### config.mk
export PLATFORM = sky130hd
export DESIGN_NAME = writeback_stage
export DESIGN_NICKNAME = d
export VERILOG_FILES = /design/src/rtl/writeback_stage.sv
export SDC_FILE = /design/constraint.sdc
export NUM_CORES = 1
export LEC_CHECK = 0
export CORE_MARGIN = 10
export CORE_UTILIZATION = 41
export DETAILED_ROUTE_END_ITERATION = 10
export PLACE_DENSITY_LB_ADDON = 0.05
export SLEW_MARGIN = 20
export SYNTH_ARGS = -nofsm -noshare
export SYNTH_HDL_FRONTEND = slang
export SYNTH_SLANG_ARGS = --single-unit
### constraint.sdc
create_clock -name clock -period 2.7 [get_ports clock]
set_input_delay 0.54 -clock clock [delete_from_list [all_inputs] [get_ports clock]]
set_output_delay 0.54 -clock clock [all_outputs]
set_load 0.05 [all_outputs]
### src/rtl/writeback_stage.sv
// Y86-64 W pipeline register + retirement/status tracker; all outputs registered, 1-cycle latency.
// W_stall holds W (beats W_bubble); once HALT/ERR is entered the register freezes until reset.
module writeback_stage (
    input  logic        clock,
    input  logic        reset,
    input  logic        m_valid,
    input  logic [2:0]  m_stat,
    input  logic [3:0]  m_icode,
    input  logic [63:0] m_valE,
    input  logic [63:0] m_valM,
    input  logic [3:0]  m_dstE,
    input  logic [3:0]  m_dstM,
    input  logic        W_stall,
    input  logic        W_bubble,
    output logic [3:0]  dstE,
    output logic [63:0] E,
    output logic [3:0]  dstM,
    output logic [63:0] M,
    output logic        w_valid,
    output logic [2:0]  w_stat,
    output logic [3:0]  w_icode,
    output logic [1:0]  state,
    output logic [63:0] retired
);

    typedef enum logic [1:0] {
        S_RUN  = 2'd0,
        S_HALT = 2'd1,
        S_ERR  = 2'd2
    } state_t;

    localparam logic [2:0] STAT_AOK = 3'd1;
    localparam logic [2:0] STAT_HLT = 3'd2;
    localparam logic [2:0] STAT_ADR = 3'd3;
    localparam logic [2:0] STAT_INS = 3'd4;
    localparam logic [3:0] REG_NONE = 4'hF;
    localparam logic [3:0] I_NOP    = 4'h1;

    state_t      r_state;
    state_t      w_state_nxt;
    logic [3:0]  r_dstE;
    logic [63:0] r_E;
    logic [3:0]  r_dstM;
    logic [63:0] r_M;
    logic        r_valid;
    logic [2:0]  r_stat;
    logic [3:0]  r_icode;
    logic [63:0] r_retired;

    logic [2:0]  w_stat_norm;
    logic        w_run;
    logic        w_load;
    logic        w_load_bubble;
    logic        w_aok;

    // Unknown status codes are folded into INS so W never carries an illegal value.
    always_comb begin
        w_stat_norm = STAT_INS;
        case (m_stat)
            STAT_AOK, STAT_HLT, STAT_ADR: w_stat_norm = m_stat;
            default:                      w_stat_norm = STAT_INS;
        endcase
    end

    assign w_run         = (r_state == S_RUN);
    assign w_load        = w_run && !W_stall && !W_bubble && m_valid;
    assign w_load_bubble = w_run && !W_stall && (W_bubble || !m_valid);
    assign w_aok         = (w_stat_norm == STAT_AOK);

    always_comb begin
        w_state_nxt = r_state;
        if (w_load) begin
            if (w_stat_norm == STAT_HLT) begin
                w_state_nxt = S_HALT;
            end else if (!w_aok) begin
                w_state_nxt = S_ERR;
            end
        end
    end

    always_ff @(posedge clock) begin
        if (reset) begin
            r_state <= S_RUN;
        end else begin
            r_state <= w_state_nxt;
        end
    end

    always_ff @(posedge clock) begin
        if (reset || w_load_bubble) begin
            r_valid <= 1'b0;
            r_stat  <= STAT_AOK;
            r_icode <= I_NOP;
            r_dstE  <= REG_NONE;
            r_dstM  <= REG_NONE;
            r_E     <= 64'd0;
            r_M     <= 64'd0;
        end else if (w_load) begin
            r_valid <= 1'b1;
            r_stat  <= w_stat_norm;
            r_icode <= m_icode;
            r_dstE  <= w_aok ? m_dstE : REG_NONE;
            r_dstM  <= w_aok ? m_dstM : REG_NONE;
            r_E     <= m_valE;
            r_M     <= m_valM;
        end
    end

    always_ff @(posedge clock) begin
        if (reset) begin
            r_retired <= 64'd0;
        end else if (w_load && w_aok) begin
            r_retired <= r_retired + 64'd1;
        end
    end

    assign dstE    = r_dstE;
    assign E       = r_E;
    assign dstM    = r_dstM;
    assign M       = r_M;
    assign w_valid = r_valid;
    assign w_stat  = r_stat;
    assign w_icode = r_icode;
    assign state   = r_state;
    assign retired = r_retired;

endmodule
# Word-level counts from Yosys, hierarchy flattened
# Index checks and enable logic that the tools add are counted.
# word_totals
reg_bits	210
input_bits	148
# op_classes
add_sub_neg	1
n_eq_ne	6
mux	5
reduce_logical	13
# ops
operator	count
$add 64x1->64 const B	1
$eq 3x2->1 const B	3
$mux 4	2
$eq 3x1->1 const B	2
$logic_and 1x1->1	5
$mux 2	2
$logic_not 1->1	3
$mux 3	1
$reduce_or 3->1	1
$logic_not 2->1	1
$logic_or 1x1->1	2
$ne 2x1->1 const B	1
$reduce_and 2->1	1

# Longest topological paths before layout
# Gate-level depths: netlist of run 1.
# logic_depth
depth_word	6
ltp_mapped	8

# Worst setup path before layout of run 1
# OpenSTA, ideal clock, no wires.
# synth_timing
path_kind	flip-flop to flip-flop
start	register r_retired[3] (netlist: retired[3])
end	register r_retired[61] (netlist: retired[61])
arrival_time_ps	2494
t_required_ps	2629
setup_slack_ps	135
stages_incl_launch_ff	6
path_cell_list	dfxtp_1 -> nand4_1 -> nor4_2 -> nand4_1 -> or4_1 -> a21oi_1
# synth_via
elab_chain_cells	1
# synth_lines
item	line_no	source
start, declared	48	logic [63:0] r_retired;
start signal, assigned	113	r_retired <= r_retired + 64'd1;
$add 64x1->64	113	
# Every way passes these cells.
# A chain may end at the register's enable or synchronous reset.

# Worst setup path in the final report of run 1
# layout_timing
start	input port m_stat[1]
end	register r_retired[53] (netlist: retired[53])
# layout_via
elab_chain_cells	5
elab_cells_between_ends	7
classes_between	eq/ne (4); mux (1); reduce/logical (2)
# layout_lines
item	line_no	source
start, declared	7	input logic [2:0] m_stat,
$eq 3x1->1 / $eq 3x2->1 (equally long branches)	59	case (m_stat)
$reduce_or 3->1	59	
$mux 3 *	59	
$eq 3x1->1 *	68	assign w_aok = (w_stat_norm == STAT_AOK);
$logic_and 1x1->1 *	112	end else if (w_load && w_aok) begin
# Mark *: on every way between the ends. The rest lies on a longest branch, timed or not.

==> flow_metrics.py, run 1 <==
metrics = {
    "outcome": {
        "status": "completed",
    },
    "setup_path": {
        "critPathCaptureType": "flip-flop",
        "worst-setup-path-type": "in -> reg",
        "crit_path_end": "retired[53]",
        "cp.arrival_ns": 2.94,
        "critPathMaxFanout": 5,
        "worstReg2RegEnd": "retired[53]",
        "ff2ff_setup_slack_ns": 0.23,
        "reg2reg_from": "state[1]",
        "crit_start": "m_stat[1]",
        "ff2ff_path_depth": 6,
        "required_ns": 3.13,
        "start_kind": "input port",
    },
    "synth": {
        "synth-edff-count": 0,
        "synth.cell_area_um2": 7800,
        "synth_area_leaders": "dfxtp_1 54%, o22ai_1 11%, nor2_1 9.4%, xor2_1 3.3%, nand4_1 3.2%",
        "synthArstFlopShare_pct": 0,
        "syn-num-nets": 1034,
        "ys_warn_count": 0,
        "ys_ff_latch": 210,
        "yosysTopAreaCellShare_pct": 53.9,
        "synth_seq_area_share_pct": 53.9,
        "ys.flop_type": "dfxtp_1",
        "synth_cell_types": 40,
        "synth_top_cell_by_area": "dfxtp_1",
        "syn_avg_cell_area_um2": 8.82,
        "syn_inst": 885,
    },
    "timing": {
        "hold_viol": 0,
        "rsz0062_at_grt": "no",
        "fmax_mhz": 400,
        "slew_violations": 0,
        "fin_worst_skew_ns": 0.0135,
        "worstMarginPinSlew_ns": 0.771,
        "finalCritPeriodShare_pct": 92.7,
        "min_period_ns": 2.50,
        "setup_viol": 0,
        "slew_headroom_pct": 48.6,
    },
    "placed_design": {
        "placed_area_um2": 11800,
        "gp_congestion": 0.859,
        "io_buffer_count": 357,
        "place_inst": 1458,
        "dp_hpwl_mm": 22.5,
    },
    "routing": {
        "via_count": 8018,
        "drtPass1Iterations": 7,
        "drcViolationCount": 0,
        "drtIter0Drc": 410,
        "finalWirelength_mm": 30.5,
        "wl_per_cell_um": 20.3,
        "route.detailed.vias_per_inst": 5.33,
        "antenna_left": 0,
    },
    "floorplan": {
        "die-area_um2": 24900,
        "core_area_um2": 18700,
        "pin_count": 358,
        "chipHeight_um": 158,
        "die_w_um": 158,
        "initial_core_util_pct": 41.7,
        "rows": 50,
    },
    "clock_network": {
        "cts_hold_buf": 0,
        "htree_levels": 1,
        "cts_sinks": 210,
        "numCtsBuffers": 24,
        "clk_latency_ns": 0.51,
        "root_buffer": "clkbuf_16",
        "cts_tree": "done",
        "clockBufferDepth": 3,
        "path_clk_slew_ns": 0.06,
    },
    "finish": {
        "finalInstanceArea_um2": 12700,
        "fillers": 1549,
        "synthToLayoutAreaGrowth_pct": 62.3,
        "drive_gt1_share_pct": 7.41,
        "nets": 1399,
        "final_cells": 1504,
    },
    "hold_path": {
        "worst_hold_path_type": "in -> reg",
    },
    "global_routing": {
        "gr-total-overflow": 0,
        "grt_max_degree": 133,
        "antenna_found_initial": 2,
        "grt_util_all_layers_pct": 23.1,
        "grt_pass1_wl_mm": 45.5,
        "grt_pass1_vias": 7755,
    },
    "power": {
        "p_leak_nw": 4.58,
        "p_per_area_nw_per_um2": 649,
        "max-vdd-ir-drop_v": 0.000526,
    },
    "job": {
        "cap_violations": 0,
    },
}
-- critical path: stages --
cell,delay (ns)
clkdlybuf4s50_1,0.41
or4_1,0.62
nor4_2,0.40
nand4_1,0.28
buf_4,0.22
or3_1,0.33
a21oi_1,0.13
-- Yosys cell counts, types with 11 or more instances --
master	n
o22ai_1	131
dfxtp_1	210
a21oi_1	30
nand2_1	24
o21ai_0	27
nand3_1	24
or3_1	18
inv_1	11
clkbuf_1	55
nor3_1	18
nor2_1	196
nand4_1	40
xor2_1	29
-- state kept, by name, summed over array words and instances (netlist names) --
name / count
E: 64
M: 64
retired: 64
dstE: 4
dstM: 4
w_icode: 4
w_stat: 3
state: 2
w_valid: 1
-- logic make-up (layout without fill, tap and decap cells) --
logic type,count (synthesis),count (layout),share of synthesized area [%]
adder cells (fa/ha/maj),1,1,0.160
other,0,2,0
XOR/XNOR,37,37,4.15
AO/OA/AOI/OAI,201,201,15.5
multiplexers,1,1,0.128
buffers and inverters,71,454,3.54
flip-flops,210,210,53.9
AND/OR/NAND/NOR,364,364,22.6
-- per-stage QoR --
stage	power, mW	hold WS, ns	setup WS, ns	TNS [ns]	util, %
after floorplan	4.30	0.679	0.135	0	-
after global placement	4.98	0.450	-0.263	-3.96	63.3
after detailed placement	4.99	0.472	-0.315	-4.93	63.3
after CTS	8.29	0.234	0.221	0	67.6
after global routing	8.50	0.242	0.00931	0	67.7
final	8.22	0.250	0.198	0	67.7
-- worst min path at each step --
stage	slack (ns)	to	start	depth (start not counted)
final	0.25	state[1]	reset	2
after CTS	0.23	state[1]	reset	2
after global routing	0.24	state[1]	reset	2
after floorplan	0.68	w_icode[0]	m_icode[0]	1
after global placement	0.45	w_valid	w_valid	2
after detailed placement	0.47	w_valid	w_valid	2
-- repair_timing --
action / 4_1_cts / 5_1_grt
endpoints found under the setup margin: 0 / 2
gates resized for setup: 0 / 1
endpoints found under the hold margin: 0 / 0
buffers inserted: 0 / 0
-- final cells by class --
class                           instances  area, µm²  share of cell area (%)
Antenna cell                            2       5.00                  0.0395
Clock buffer                           36        716                    5.65
Clock inverter                          8        101                   0.800
Inverter                               11       41.3                   0.326
Multi-Input combinational cell        604       3350                    26.4
Sequential cell                       210       4200                    33.2
Tap cell                              234        293                    2.31
Timing Repair Buffer                  399       3960                    31.3
-- layer usage --
layer | vias to the layer above | GRT usage [%] | share of wire [%]
met5 | - | 0 | 0
met2 | 279 | 39.2 | 51
li1 | 3926 | - | -
met4 | 0 | 8.03 | 2.8
met1 | 3759 | 26.1 | 37
met3 | 54 | 8.55 | 9.4
-- cell usage in the layout, fill, tap and decap left out, types with 3 or more instances in the layout --
cell type / synthesis / final
clkbuf_8: 0 / 7
o21ai_0: 27 / 27
clkinv_2: 0 / 5
clkbuf_1: 55 / 5
nor3_1: 18 / 17
buf_12: 0 / 6
xnor2_1: 8 / 8
buf_4: 2 / 36
and3_1: 9 / 9
or3_1: 18 / 18
xor2_1: 29 / 29
o31ai_1: 7 / 7
or4_1: 8 / 8
nand4_1: 40 / 40
nor4_4: 2 / 3
inv_1: 11 / 11
a21oi_1: 30 / 30
o22ai_1: 131 / 131
dfxtp_1: 210 / 210
nor4_1: 9 / 9
nor2_1: 196 / 196
nand3_1: 24 / 24
nand2_1: 24 / 24
clkbuf_16: 0 / 24
clkdlybuf4s50_1: 0 / 356
and4_1: 5 / 5
-- power by group --
group / internal, mW / total, mW / switching, mW
sequential: 3.26 / 3.35 / 0.0831
combinational: 0.621 / 1.58 / 0.956
clock: 2.02 / 3.30 / 1.28
total: 5.90 / 8.22 / 2.32
No activity file was read; power rests on OpenSTA's default activity.
==> inputs of run 2 (changes only) <==
--- a/config.mk
+++ b/config.mk
@@ -7,6 +7,7 @@
 export LEC_CHECK = 0
 export CORE_MARGIN = 10
 export CORE_UTILIZATION = 41
+export CTS_CLUSTER_DIAMETER = 40
 export DETAILED_ROUTE_END_ITERATION = 10
 export PLACE_DENSITY_LB_ADDON = 0.05
 export SLEW_MARGIN = 20
==> constraint.sdc (replaced) <==
create_clock -name clock -period 2.7 [get_ports clock]
set_input_delay 0.54 -clock clock [delete_from_list [all_inputs] [get_ports clock]]
set_output_delay 0.54 -clock clock [all_outputs]
set_load 0.1 [all_outputs]
==> run 2 against run 1 <==
  * Worst setup slack better by 0.0042 ns
  * Global-route usage is 0.061 points lower
  * Largest power group is now the clock network
  * Worst hold slack better by 0.11 ns
  * Cell count rose by 1.2%
  * Combinational power grew 34%
  * Critical path type unchanged
  * Sequential cell count did not move
  * Utilization down 0.71 points
==> flow_metrics.py, run 2 (synthesized netlist as in run 1, its figures left out) <==
metrics = {
    "outcome": {
        "status": "completed",
    },
    "floorplan": {
        "initial_core_util_pct": 41.7,
        "die-area_um2": 24900,
        "chipHeight_um": 158,
        "die_w_um": 158,
        "pin_count": 358,
        "rows": 50,
        "core_area_um2": 18700,
    },
    "setup_path": {
        "required_ns": 3.13,
        "ff2ff_setup_slack_ns": 0.27,
        "cpMaxStageDelayCell": "or4_1",
        "critPathCaptureType": "flip-flop",
        "worst-setup-path-type": "in -> reg",
        "critPathMaxFanout": 6,
        "path_common_cell": "buf_4",
        "crit_buf_inv": 3,
        "max_stage_delay_ns": 0.46,
        "path_cells": "clkdlybuf4s50_1 > or4_1 > buf_4 > nor4_2 > nand4_1 > buf_4 > or3_1 > a21oi_1",
        "start_kind": "input port",
        "cp.arrival_ns": 2.93,
        "critPathTopFamily": "simple AND/OR/NAND/NOR gates",
    },
    "finish": {
        "drive_gt1_share_pct": 27.4,
        "fillers": 1539,
        "final_cell_mix": "244 x buf_4, 196 x nor2_1, 182 x dfxtp_1, 146 x clkdlybuf4s50_1, 131 x o22ai_1",
        "layout_commonest_cell": "buf_4",
        "utilization_pct": 67.0,
        "final_cells": 1522,
        "synthToLayoutAreaGrowth_pct": 60.6,
        "nets": 1408,
        "finalInstanceArea_um2": 12500,
    },
    "clock_network": {
        "cts_sinks": 210,
        "cts_tree": "done",
        "cts_resized": 0,
        "clockBufferDepth": 3,
        "path_clk_slew_ns": 0.05,
        "htree_levels": 2,
        "root_buffer": "clkbuf_16",
        "cts_hold_buf": 0,
        "clk_latency_ns": 0.50,
        "numCtsBuffers": 36,
        "cts_setup_buffers": 0,
    },
    "power": {
        "p_leak_nw": 5.09,
        "p_seq_share_pct": 33.5,
        "p_clk_share_pct": 45.4,
        "swShare_pct": 32.4,
        "power.switching_mw": 3.24,
        "p_per_area_nw_per_um2": 798,
        "intPower_mw": 6.75,
        "comb_power_share_pct": 21.1,
        "max-vdd-ir-drop_v": 0.000623,
    },
    "placed_design": {
        "place_inst": 1455,
        "dp_hpwl_mm": 22.4,
        "io_buffer_count": 357,
        "placed_area_um2": 11300,
        "gp_congestion": 0.842,
    },
    "timing": {
        "setup_viol": 0,
        "slew_headroom_pct": 52.1,
        "min_period_ns": 2.50,
        "slew_violations": 0,
        "hold_viol": 0,
        "fin_worst_skew_ns": 0.0144,
        "worstMarginPinSlew_ns": 0.718,
        "rsz0062_at_grt": "no",
        "fmax_mhz": 400,
        "finalCritPeriodShare_pct": 92.5,
    },
    "routing": {
        "finalWirelength_mm": 30.4,
        "via_count": 8086,
        "drtIter0Drc": 404,
        "wl_per_cell_um": 20.0,
        "drtPass1Iterations": 4,
        "antenna_left": 0,
        "route.detailed.vias_per_inst": 5.31,
        "drcViolationCount": 0,
    },
    "global_routing": {
        "gr-total-overflow": 0,
        "grt_util_all_layers_pct": 23.0,
        "antenna_found_initial": 1,
        "grt_pass1_vias": 8144,
        "grt_max_degree": 114,
        "grt_pass1_wl_mm": 45.4,
    },
    "hold_path": {
        "worst_hold_path_type": "in -> reg",
    },
    "job": {
        "cap_violations": 0,
    },
}
run 2: stage by stage:
step           hold WS (ns)  setup WS, ns  power [mW]  TNS [ns]
6_report              0.364         0.202        10.0         0
5_1_grt               0.390        0.0971        10.3         0
4_1_cts               0.355         0.218        10.1         0
3_5_place_dp          0.465        -0.299        5.53     -4.61
3_3_place_gp          0.455        -0.279        5.51     -3.65
2_1_floorplan         0.679      -0.00420        4.90  -0.00420
run 2: power groups by stage:
stage	Sequential [mW]	Clock (mW)	Combinational, mW
after global placement	3.41	0	2.11
after floorplan	4.56	0	0.339
after global routing	3.37	4.75	2.19
final	3.35	4.53	2.11
after detailed placement	3.41	0	2.12
after CTS	3.35	4.60	2.12
run 2: cell type report:
cell class	instances	area, µm²	area share (%)
Inverter	11	41.3	0.329
Multi-Input combinational cell	604	3340	26.6
Clock buffer	44	992	7.92
Sequential cell	210	4240	33.8
Tap cell	234	293	2.34
Antenna cell	1	2.50	0.0200
Clock inverter	22	229	1.83
Timing Repair Buffer	396	3400	27.1
run 2: per-layer routing:
metal	GRT usage, %	vias to the layer above	wire length (µm)
met4	7.28	0	673
met1	23.8	3815	11100
li1	-	3957	-
met3	9.39	45	2890
met5	0	-	0
met2	41.5	269	15700
run 2: final timing paths:
check	from	endpoint	cells after the start
setup / recovery	m_stat[1]	retired[59]	8
hold reg to reg	retired[63]	retired[63]	2
setup reg to reg	state[1]	retired[59]	7
hold / removal	reset	retired[47]	2
==> inputs of run 3 (changes only) <==
--- a/config.mk
+++ b/config.mk
@@ -5,6 +5,7 @@
 export SDC_FILE = /design/constraint.sdc
 export NUM_CORES = 1
 export LEC_CHECK = 0
+export CAP_MARGIN = 5
 export CORE_MARGIN = 10
 export CORE_UTILIZATION = 41
 export CTS_CLUSTER_DIAMETER = 40
==> results of run 3 <==
The final DEF is identical to that of run 2; final timing and power are the same.
